## src/rtl/temp_read_sequencer.sv

```systemverilog
// temp_read_sequencer: polls an I2C temperature sensor for two bytes and converts the signed MSB to BCD degrees.
module temp_read_sequencer #(
    parameter logic [6:0] SENSOR_ADDR = 7'h4B,
    parameter int unsigned POLL_CYCLES = 100_000_000
) (
    input  logic        clk,
    input  logic        reset,
    input  logic        start_req,
    input  logic        i2c_busy,
    input  logic [7:0]  i2c_data_rd,
    input  logic        i2c_ack_error,
    output logic        i2c_ena,
    output logic [6:0]  i2c_addr,
    output logic        i2c_rw,
    output logic [15:0] temp_raw,
    output logic        temp_neg,
    output logic [3:0]  bcd_hund,
    output logic [3:0]  bcd_tens,
    output logic [3:0]  bcd_ones,
    output logic        temp_valid,
    output logic        ack_err
);
    localparam int CW = $clog2(POLL_CYCLES);
    localparam logic [CW-1:0] POLL_LAST = CW'(POLL_CYCLES - 1);

    typedef enum logic [2:0] {IDLE, START, BYTE1, WAIT2, BYTE2, CONV, DONE, ERR} state_t;

    state_t        state_q, state_d;
    logic          busy_q;
    logic [CW-1:0] cnt_q, cnt_d;
    logic [7:0]    msb_q, msb_d, lsb_q, lsb_d, bin_q, bin_d;
    logic [11:0]   bcd_q, bcd_d, dig_q, dig_d, adj;
    logic [2:0]    bit_q, bit_d;
    logic [15:0]   raw_q, raw_d;
    logic          neg_q, neg_d, err_q, err_d;
    logic          rise, fall;

    function automatic logic [3:0] add3(input logic [3:0] d);
        return (d > 4'd4) ? d + 4'd3 : d;
    endfunction

    assign rise = i2c_busy & ~busy_q;
    assign fall = ~i2c_busy & busy_q;
    assign adj = {add3(bcd_q[11:8]), add3(bcd_q[7:4]), add3(bcd_q[3:0])};

    assign i2c_addr = SENSOR_ADDR;
    assign i2c_rw = 1'b1;
    assign temp_raw = raw_q;
    assign temp_neg = neg_q;
    assign {bcd_hund, bcd_tens, bcd_ones} = dig_q;
    assign ack_err = err_q;

    always_comb begin
        state_d = state_q;
        cnt_d = cnt_q;
        msb_d = msb_q;
        lsb_d = lsb_q;
        bin_d = bin_q;
        bcd_d = bcd_q;
        bit_d = bit_q;
        raw_d = raw_q;
        neg_d = neg_q;
        dig_d = dig_q;
        err_d = err_q;
        i2c_ena = 1'b0;
        temp_valid = 1'b0;
        case (state_q)
            IDLE: begin
                cnt_d = cnt_q + 1'b1;
                if (start_req || cnt_q == POLL_LAST) begin
                    state_d = START;
                    cnt_d = '0;
                end
            end
            START: begin
                i2c_ena = 1'b1;
                if (rise) state_d = BYTE1;
            end
            BYTE1: begin
                i2c_ena = 1'b1;
                if (fall) begin
                    msb_d = i2c_data_rd;
                    state_d = i2c_ack_error ? ERR : WAIT2;
                end
            end
            WAIT2: begin
                // dropping ena in the rise cycle makes the master NACK the second byte and STOP
                i2c_ena = ~rise;
                if (rise) state_d = BYTE2;
            end
            BYTE2: begin
                if (fall) begin
                    lsb_d = i2c_data_rd;
                    bin_d = msb_q[7] ? 8'd0 - msb_q : msb_q;
                    bcd_d = '0;
                    bit_d = '0;
                    state_d = i2c_ack_error ? ERR : CONV;
                end
            end
            CONV: begin
                {bcd_d, bin_d} = {adj, bin_q} << 1;
                bit_d = bit_q + 3'd1;
                // results land on the edge into DONE so they are stable while temp_valid is high
                if (bit_q == 3'd7) begin
                    state_d = DONE;
                    raw_d = {msb_q, lsb_q};
                    neg_d = msb_q[7];
                    dig_d = bcd_d;
                    err_d = 1'b0;
                end
            end
            DONE: begin
                temp_valid = 1'b1;
                state_d = IDLE;
            end
            ERR: begin
                err_d = 1'b1;
                if (!i2c_busy) state_d = IDLE;
            end
            default: state_d = IDLE;
        endcase
    end

    always_ff @(posedge clk or posedge reset) begin
        if (reset) begin
            state_q <= IDLE;
            busy_q <= 1'b0;
            cnt_q <= '0;
            msb_q <= '0;
            lsb_q <= '0;
            bin_q <= '0;
            bcd_q <= '0;
            bit_q <= '0;
            raw_q <= '0;
            neg_q <= 1'b0;
            dig_q <= '0;
            err_q <= 1'b0;
        end else begin
            state_q <= state_d;
            busy_q <= i2c_busy;
            cnt_q <= cnt_d;
            msb_q <= msb_d;
            lsb_q <= lsb_d;
            bin_q <= bin_d;
            bcd_q <= bcd_d;
            bit_q <= bit_d;
            raw_q <= raw_d;
            neg_q <= neg_d;
            dig_q <= dig_d;
            err_q <= err_d;
        end
    end
endmodule

```

## config.mk

```make
export PLATFORM = sky130hd
export DESIGN_NAME = temp_read_sequencer
export DESIGN_NICKNAME = d
export VERILOG_FILES = /design/src/rtl/temp_read_sequencer.sv
export SDC_FILE = /design/constraint.sdc
export NUM_CORES = 1
export LEC_CHECK = 0
export CORE_MARGIN = 3
export CORE_UTILIZATION = 40
export DETAILED_ROUTE_END_ITERATION = 12
export SYNTH_ARGS = -nofsm -noshare
export SYNTH_HDL_FRONTEND = slang
export SYNTH_SLANG_ARGS = --single-unit
```

## constraint.sdc

```tcl
create_clock -name clk -period 4.28 [get_ports clk]
set_clock_uncertainty 0.2 [all_clocks]
set_input_delay 1.284 -clock clk [delete_from_list [all_inputs] [get_ports clk]]
set_output_delay 1.284 -clock clk [all_outputs]
set_load 0.01 [all_outputs]
```

==> results.cfg, run 1 <==
[critical_path]
cp_data_required_time_ns = 2.80
path_max_fanout = 2
start_kind = primary input
crit_type = primary input to output pin
crit_arrival_ns = 2.58
cp-end-kind = output pin

[clock_tree]
cts.sinks = 99
htreeDepth = 3
clk_latency_ns = 0.35
clkTransAtPathRegs_ns = 0.07
cts_tree = built
root_buffer = clkbuf_16
post-cts-setup-buffer-count = 0
cts_resized = 0
cts_made_buffers = 9
cts_max_path_buffers = 2
hold_buffers = 0

[floorplanning]
fp.dieArea_sq_mm = 0.0137
row_count = 39
core_sq_mm = 0.0118
start_util_pct = 42.0
io_pins = 53
die_y_um = 117
die_w_um = 117

[synth]
yosysTopAreaCellShare_pct = 50.2
synth_warnings = 0
yosysMostFrequentCell = dfrtp_1
synth_commonest_cells = dfrtp_1 (99), nand2_1 (80), a31oi_1 (30), nand3_1 (26), mux2_2 (23)
synth_top_area_cell = dfrtp_1
seq_area_frac_synth_pct = 50.2
async_flop_share_pct = 100
yosysUniqueCellTypes = 59
synth-main-ff-cell = dfrtp_1
synth_area_leaders = dfrtp_1 (50%), nand2_1 (6.1%), mux2_2 (5.2%)
synth_area_sq_mm = 0.00494
synthCells = 496
synth-seq-cells = 99
syn_avg_cell_area_sq_um = 9.96
synth-edff-count = 0

[cells_and_area]
fill_cells = 1084
final_layout_size_suffix_gt1_share_pct = 11.7
diodes = 0
final_nets = 544
final-seq-area_sq_mm = 0.00248
areaGrowthSynthToFinish_pct = 16.1
instances_no_fill = 693
multi_input_area_sq_mm = 0.00218

[timing]
maxSlewViolCount = 0
tightestPinTransition_ns = 1.01
timing.setup.tns_ns = 0
fmax_mhz = 246
post-route-period-util_pct = 94.9
final-setup-viol-count = 0
relSlewSlack_pct = 31.9
rsz0062_at_grt = no
min_period_ns = 4.06
timing_hold_violations_final = 0

[placed_design]
placed_cells = 677
gp_congestion = 0.780
numPortBuffers = 44
hpwl_um = 6640

[status]
outcome = finished, final reports clean

[drt]
drcViolationCount = 0
via_count = 3646
wl_per_cell_um = 14.5
firstDrtPassIters = 5
post_drt_via_cell_ratio = 5.26
drt_iter0_markers = 198
drt.antenna.violating_nets = 0
routed_wl_um = 10000

[power]
p_leak_uw = 0.00253
ir_worst_vdd_uv = 263
power.total_uw = 3500
p_per_area_mw_per_mm2 = 610

[global_route]
grt_max_degree = 49
antenna_found_initial = 0
gr-total-overflow = 0
grt_first_pass_wirelength_um = 17100
grt_pass1_vias = 3512
grt_usage_pct = 15.8

[hold_path]
hold_class = register to register

[run]
drv_cap = 0
[state kept, by name (all words and copies together), names as in the netlist]
signal,cells
ack_err,1
bcd_q,12
bin_q,8
bit_q,3
busy_q,1
cnt_q,27
dig_q,12
lsb_q,8
msb_q,8
state_q,3
temp_raw,16
[where the power goes]
group          switching, uW  internal (uW)
sequential               275           1230
combinational            607            606
clock                    353            430
total                   1240           2260
[critical path: stages]
cell and delay, ns:
clkdlybuf4s50_1 0.41, and4_1 0.19, nor3_1 0.12, clkdlybuf4s50_1 0.56
[stage by stage]
| stage | util (%) | instance area, sq um | setup WS [ns] | hold WS (ns) |
|---|---|---|---|---|
| global route | 48.7 | 5730 | 0.182 | 0.292 |
| finish | 48.7 | 5730 | 0.220 | 0.276 |
| global placement | 46.3 | 5440 | 0.224 | 0.256 |
| floorplan | - | 4960 | 0.206 | 0.238 |
| detailed placement | 46.3 | 5440 | 0.230 | 0.263 |
| CTS | 48.7 | 5730 | 0.218 | 0.281 |
[kinds of logic (layout without fill, tap and decap cells)]
kind of cell	Yosys count	in the layout	synth area share [%]
flip-flops	99	99	50.2
AO/OA/AOI/OAI	118	118	15.1
buffers and inverters	57	84	6.18
AND/OR/NAND/NOR	172	172	17.8
multiplexers	32	32	7.20
other	2	8	0.152
adder cells (fa/ha/maj)	8	8	1.98
XOR/XNOR	8	8	1.42
[cell type report]
cell class	count	share of cell area (%)
Sequential cell	99	43.2
Multi-Input combinational cell	346	38.1
Timing Repair Buffer	52	8.95
Clock buffer	12	4.47
Tap cell	164	3.58
Inverter	16	1.09
Clock inverter	4	0.589
[placed cells by master, fill, tap and decap left out, types with 8 or more instances in the layout]
cell type        instances
conb_1                   8
a31oi_1                 30
a21oi_1                 18
dfrtp_1                 99
nor2_1                  17
nand2_1                 80
inv_1                   15
clkbuf_16                9
clkdlybuf4s50_1         44
o21ai_1                 22
o21ai_0                 22
mux2_2                  23
nand3_1                 26
[layer usage]
metal / part of all wire, % / GRT usage, % / vias to the layer above
met5: 0 / 0 / -
met4: 1.4 / 6.12 / 0
met1: 50 / 22.5 / 1763
li1: - / - / 1809
met3: 3.9 / 3.29 / 10
met2: 45 / 23.9 / 64
[path summary, 6_finish.rpt]
path | from | to | slack (ns) | depth (start not counted)
max | i2c_busy | i2c_ena | 0.22 | 4
min | lsb_q[7] | lsb_q[7] | 0.28 | 2
max reg2reg | state_q[0] | temp_raw[6] | 1.50 | 6
min reg2reg | lsb_q[7] | lsb_q[7] | 0.28 | 2
max in group asynchronous | reset | dig_q[4] | 2.08 | 3
min in group asynchronous | reset | temp_raw[3] | 1.17 | 2
(Power assumes the default switching activity.)
==> run 2: changes to the inputs <==
Settings changed: CORE_MARGIN 3 to default.
==> run 2 against run 1 <==
  * Register-to-register slack gained 0.16 ns
  * Worst hold slack about the same
  * First-iteration DRC count fell by 4.5%
  * Critical path depth is the same
  * Clock-buffer cell count down 2
  * Via count up 2.8%
  * Global-route usage up 1.3 points
  * Fmax is 0.36% lower
  * Die area fell by 6.7%
==> results.cfg, run 2 (synthesized netlist as in run 1, its figures left out) <==
[placed_design]
placed_cells = 659
numPortBuffers = 44
gp_congestion = 0.760
hpwl_um = 6630
post_dp_cell_area_sq_mm = 0.00541

[floorplanning]
fp.dieArea_sq_mm = 0.0128
start_util_pct = 41.1
die_y_um = 113
core_sq_mm = 0.0120
die_w_um = 113
row_count = 40
io_pins = 53

[timing]
post-route-period-util_pct = 95.2
rsz0062_at_grt = no
fmax_mhz = 245
relSlewSlack_pct = 31.4
timing_hold_violations_final = 0
maxSlewViolCount = 0
whs_ns = 0.276
timing.setup.tns_ns = 0
min_period_ns = 4.07
tightestPinTransition_ns = 1.02
final-setup-viol-count = 0

[critical_path]
crit_chain = clkdlybuf4s50_1 -> and4_1 -> nor3_1 -> clkdlybuf4s50_1
start_kind = primary input
crit_arrival_ns = 2.59
crit_type = primary input to output pin
critPathTopFamily = buffers and inverters
cp_slowest_cell = clkdlybuf4s50_1
crit_top_cell = clkdlybuf4s50_1
path_buf_inv = 2
max_stage_delay_ns = 0.56
cp-end-kind = output pin
path_max_fanout = 2
cp_data_required_time_ns = 2.80

[power]
clock_power_share_pct = 23.7
p_leak_uw = 0.00253
seqPwrFrac_pct = 42.3
pwr-share-comb_pct = 34.1
ir_worst_vdd_uv = 287
p_int_uw = 2310
p_sw_share_pct = 35.2
p_per_area_mw_per_mm2 = 622
p_switching_uw = 1250

[clock_tree]
cts.sinks = 99
htreeDepth = 3
cts_resized = 0
cts_made_buffers = 9
hold_buffers = 0
root_buffer = clkbuf_16
post-cts-setup-buffer-count = 0
clkTransAtPathRegs_ns = 0.07
clk_latency_ns = 0.34
cts_tree = built
cts_max_path_buffers = 2

[cells_and_area]
instances_no_fill = 675
top_register = cnt_q
final_common_cell = dfrtp_1
final_nets = 543
layout_common_cells = dfrtp_1 (99), nand2_1 (80), clkdlybuf4s50_1 (44), a31oi_1 (30), nand3_1 (26)
fin_util_pct = 47.7
largest_reg_flops = 27
fill_cells = 1129
final_layout_size_suffix_gt1_share_pct = 11.7
diodes = 0
areaGrowthSynthToFinish_pct = 15.9
design_area_sq_mm = 0.00572

[global_route]
gr-total-overflow = 0
grt_first_pass_wirelength_um = 17700
grt_max_degree = 57
grt_pass1_vias = 3673
antenna_found_initial = 0
grt_usage_pct = 17.2

[drt]
drt.antenna.violating_nets = 0
wl_per_cell_um = 15.0
via_count = 3748
firstDrtPassIters = 4
routed_wl_um = 10100
post_drt_via_cell_ratio = 5.55
drt_iter0_markers = 189
drcViolationCount = 0

[status]
outcome = finished, final reports clean

[run]
drv_cap = 0

[hold_path]
hold_class = register to register
-- run 2: metal layers --
metal  share of wire [%]  track usage, %  wire length, um  vias up
li1                    -               -                -     1804
met1                  50            24.2             5030     1838
met2                  44            26.5             4470       95
met3                 4.7            2.73              477       11
met4                 1.6            6.93              158        0
met5                   0               0                0        -
-- run 2: layout make-up --
class	count	area (sq um)	share of cell area (%)
Sequential cell	99	2480	43.3
Clock inverter	6	71.3	1.25
Inverter	16	62.6	1.09
Tap cell	147	184	3.21
Timing Repair Buffer	51	505	8.83
Clock buffer	10	239	4.17
Multi-Input combinational cell	346	2180	38.2
-- run 2: worst paths after layout --
check | start | endpoint | slack, ns | cells after the start
worst min register to register | lsb_q[7] | lsb_q[7] | 0.28 | 2
max in group asynchronous | reset | bcd_q[6] | 2.06 | 3
min in group asynchronous | reset | temp_raw[2] | 1.14 | 2
worst max register to register | state_q[0] | temp_raw[6] | 1.66 | 6
worst max-delay path | i2c_busy | i2c_ena | 0.21 | 4
worst min-delay path | lsb_q[7] | lsb_q[7] | 0.28 | 2
-- run 2: power by group through the flow --
stage               Sequential (uW)  Clock, uW  Combinational (uW)
finish                         1500        842                1210
floorplan                      1450          0                 857
detailed placement             1520          0                1220
global placement               1510          0                1180
global route                   1550        898                1360
CTS                            1510        860                1230
-- run 2: worst register-to-register path, stage by stage, from the launching register on --
cell     delay [ns]
dfrtp_1        0.72
nand2_1        0.14
nor2_1         0.11
buf_4          0.20
nand2_1        0.41
buf_4          0.40
mux2_1         0.34
-- run 2: stage by stage --
stage | setup WS, ns | power (uW)
floorplan | 0.206 | 2300
global placement | 0.218 | 2690
detailed placement | 0.205 | 2740
CTS | 0.199 | 3590
global route | 0.155 | 3810
finish | 0.205 | 3560
==> run 3: changes to the inputs <==
Settings changed: DONT_BUFFER_PORTS from default to 1, PLACE_DENSITY_LB_ADDON from default to 0.05.
==> run 3 against run 2 <==
  * Non-clock buffer count decreased by 45
  * Sequential cell count unchanged
  * Global-route usage increased by 0.39 points
  * Critical endpoint unchanged
  * Sequential power increased by 5%
  * Sequential share of layout area increased by 3.9 points
  * First-iteration DRC count increased by 20%
  * Cell area decreased by 8.2%
  * Total power decreased by 7.2%
  * Clock-buffer cell count unchanged
  * Final cell count decreased by 6.7%
  * Highest routed layer unchanged
  * Worst setup slack improved by 0.83 ns
==> results.cfg, run 3 (synthesized netlist as in run 1, its figures left out) <==
[status]
outcome = finished, final reports clean

[timing]
min_period_ns = 3.24
setup_slack_ns = 1.04
maxSlewViolCount = 0
relSlewSlack_pct = 28.0
rsz0062_at_grt = no
timing_hold_violations_final = 0
fmax_mhz = 309
whs_ns = 0.278
tightestPinTransition_ns = 1.07
timing.setup.tns_ns = 0
post-route-period-util_pct = 75.7
final-setup-viol-count = 0

[cells_and_area]
diodes = 0
fill_cells = 1152
areaGrowthSynthToFinish_pct = 6.38
final_layout_size_suffix_gt1_share_pct = 12.4
final-seq-area_sq_mm = 0.00248
final_common_cell = dfrtp_1
layout_common_cells = dfrtp_1 (99), nand2_1 (80), a31oi_1 (30), nand3_1 (26), mux2_2 (23)
final_nets = 498
top_register = cnt_q
design_area_sq_mm = 0.00525
largest_reg_flops = 27
multi_input_area_sq_mm = 0.00218

[critical_path]
cp_slowest_cell = nor3_1
path_max_fanout = 7
crit_type = primary input to output pin
max_stage_delay_ns = 0.31
crit_arrival_ns = 1.76
critPathTopFamily = simple AND/OR/NAND/NOR gates
crit_chain = and4_1 -> nor3_1
start_kind = primary input
cp-end-kind = output pin
cp_data_required_time_ns = 2.80
path_buf_inv = 0

[drt]
routed_wl_um = 10300
drt_iter0_markers = 227
firstDrtPassIters = 4
post_drt_via_cell_ratio = 5.61
drt.antenna.violating_nets = 0
drcViolationCount = 0
via_count = 3533
wl_per_cell_um = 16.3

[clock_tree]
cts_made_buffers = 9
cts_tree = built
root_buffer = clkbuf_16
cts.sinks = 99
cts_max_path_buffers = 2
post-cts-setup-buffer-count = 0
htreeDepth = 3
clk_latency_ns = 0.34
cts_resized = 0
clkTransAtPathRegs_ns = 0.07
hold_buffers = 0

[global_route]
met3_usage_pct = 4.77
top_usage_layer = met1
grt_usage_pct = 17.5
grt_first_pass_wirelength_um = 17400
gr-usage-met1_pct = 25.1
antenna_found_initial = 0
gr-total-overflow = 0
grt_max_degree = 69
met2_usage_pct = 25.0
grt_pass1_vias = 3350

[placed_design]
hpwl_um = 6610
numPortBuffers = 0
post-place-ws_ns = 1.04
post_dp_cell_area_sq_mm = 0.00495
gp_congestion = 0.776

[floorplanning]
io_pins = 53
start_util_pct = 41.1
die_w_um = 113
row_count = 40
die_y_um = 113
core_sq_mm = 0.0120
fp.dieArea_sq_mm = 0.0128

[power]
ir_worst_vdd_uv = 235
p_per_area_mw_per_mm2 = 629
p_leak_uw = 0.00236

[run]
drv_cap = 0

[hold_path]
hold_class = register to register
[run 3: changes by cell type in the layout (fill, tap and decap cells not counted), sizes merged]
cell / delta
inv: +1
clkdlybuf4s50: -44
buf: -1
clkinvlp: +1
clkinv: -2
[run 3: power by group]
part           internal, uW  switching (uW)  total, uW
registers              1230             343       1570
logic                   399             504        903
clock network           460             370        830
[run 3: path summary, 6_finish.rpt]
kind                             from            to  slack, ns  depth (start not counted)
setup / recovery             i2c_busy       i2c_ena       1.04                          2
hold reg to reg              lsb_q[0]      lsb_q[0]       0.28                          2
min in group asynchronous       reset  temp_raw[11]       0.77                          1
hold / removal               lsb_q[0]      lsb_q[0]       0.28                          2
setup reg to reg           state_q[0]     dig_q[10]       1.65                          7
max in group asynchronous       reset     cnt_q[12]       2.32                          2
[run 3: per-stage QoR]
stage | util (%) | cells | power [uW]
after CTS | 43.7 | 630 | 3350
after global placement | 41.2 | 614 | 2480
after floorplan | - | 502 | 2300
after global routing | 43.7 | 630 | 3570
final | 43.7 | 630 | 3300
after detailed placement | 41.2 | 614 | 2510
[run 3: area by class of cell]
cell class / count / share of cell area [%]
clock inverter: 6 / 1.36
multi-input combinational: 346 / 41.6
clock buffer: 10 / 4.36
sequential: 99 / 47.2
tap: 147 / 3.50
inverter: 16 / 1.19
timing repair buffer: 6 / 0.857
[run 3: worst register-to-register path, stage by stage, from the launching register on]
cell and delay (ns):
dfrtp_1 0.72, nand2_1 0.14, nor2_1 0.12, buf_4 0.20, nand2_1 0.53, buf_4 0.44, nand2_1 0.09, o21ai_0 0.08
[run 3: metal layers]
layer / wire, um / part of all wire [%]
met1: 5070 / 49
met3: 626 / 6.1
met5: 0 / 0
met4: 171 / 1.7
met2: 4390 / 43
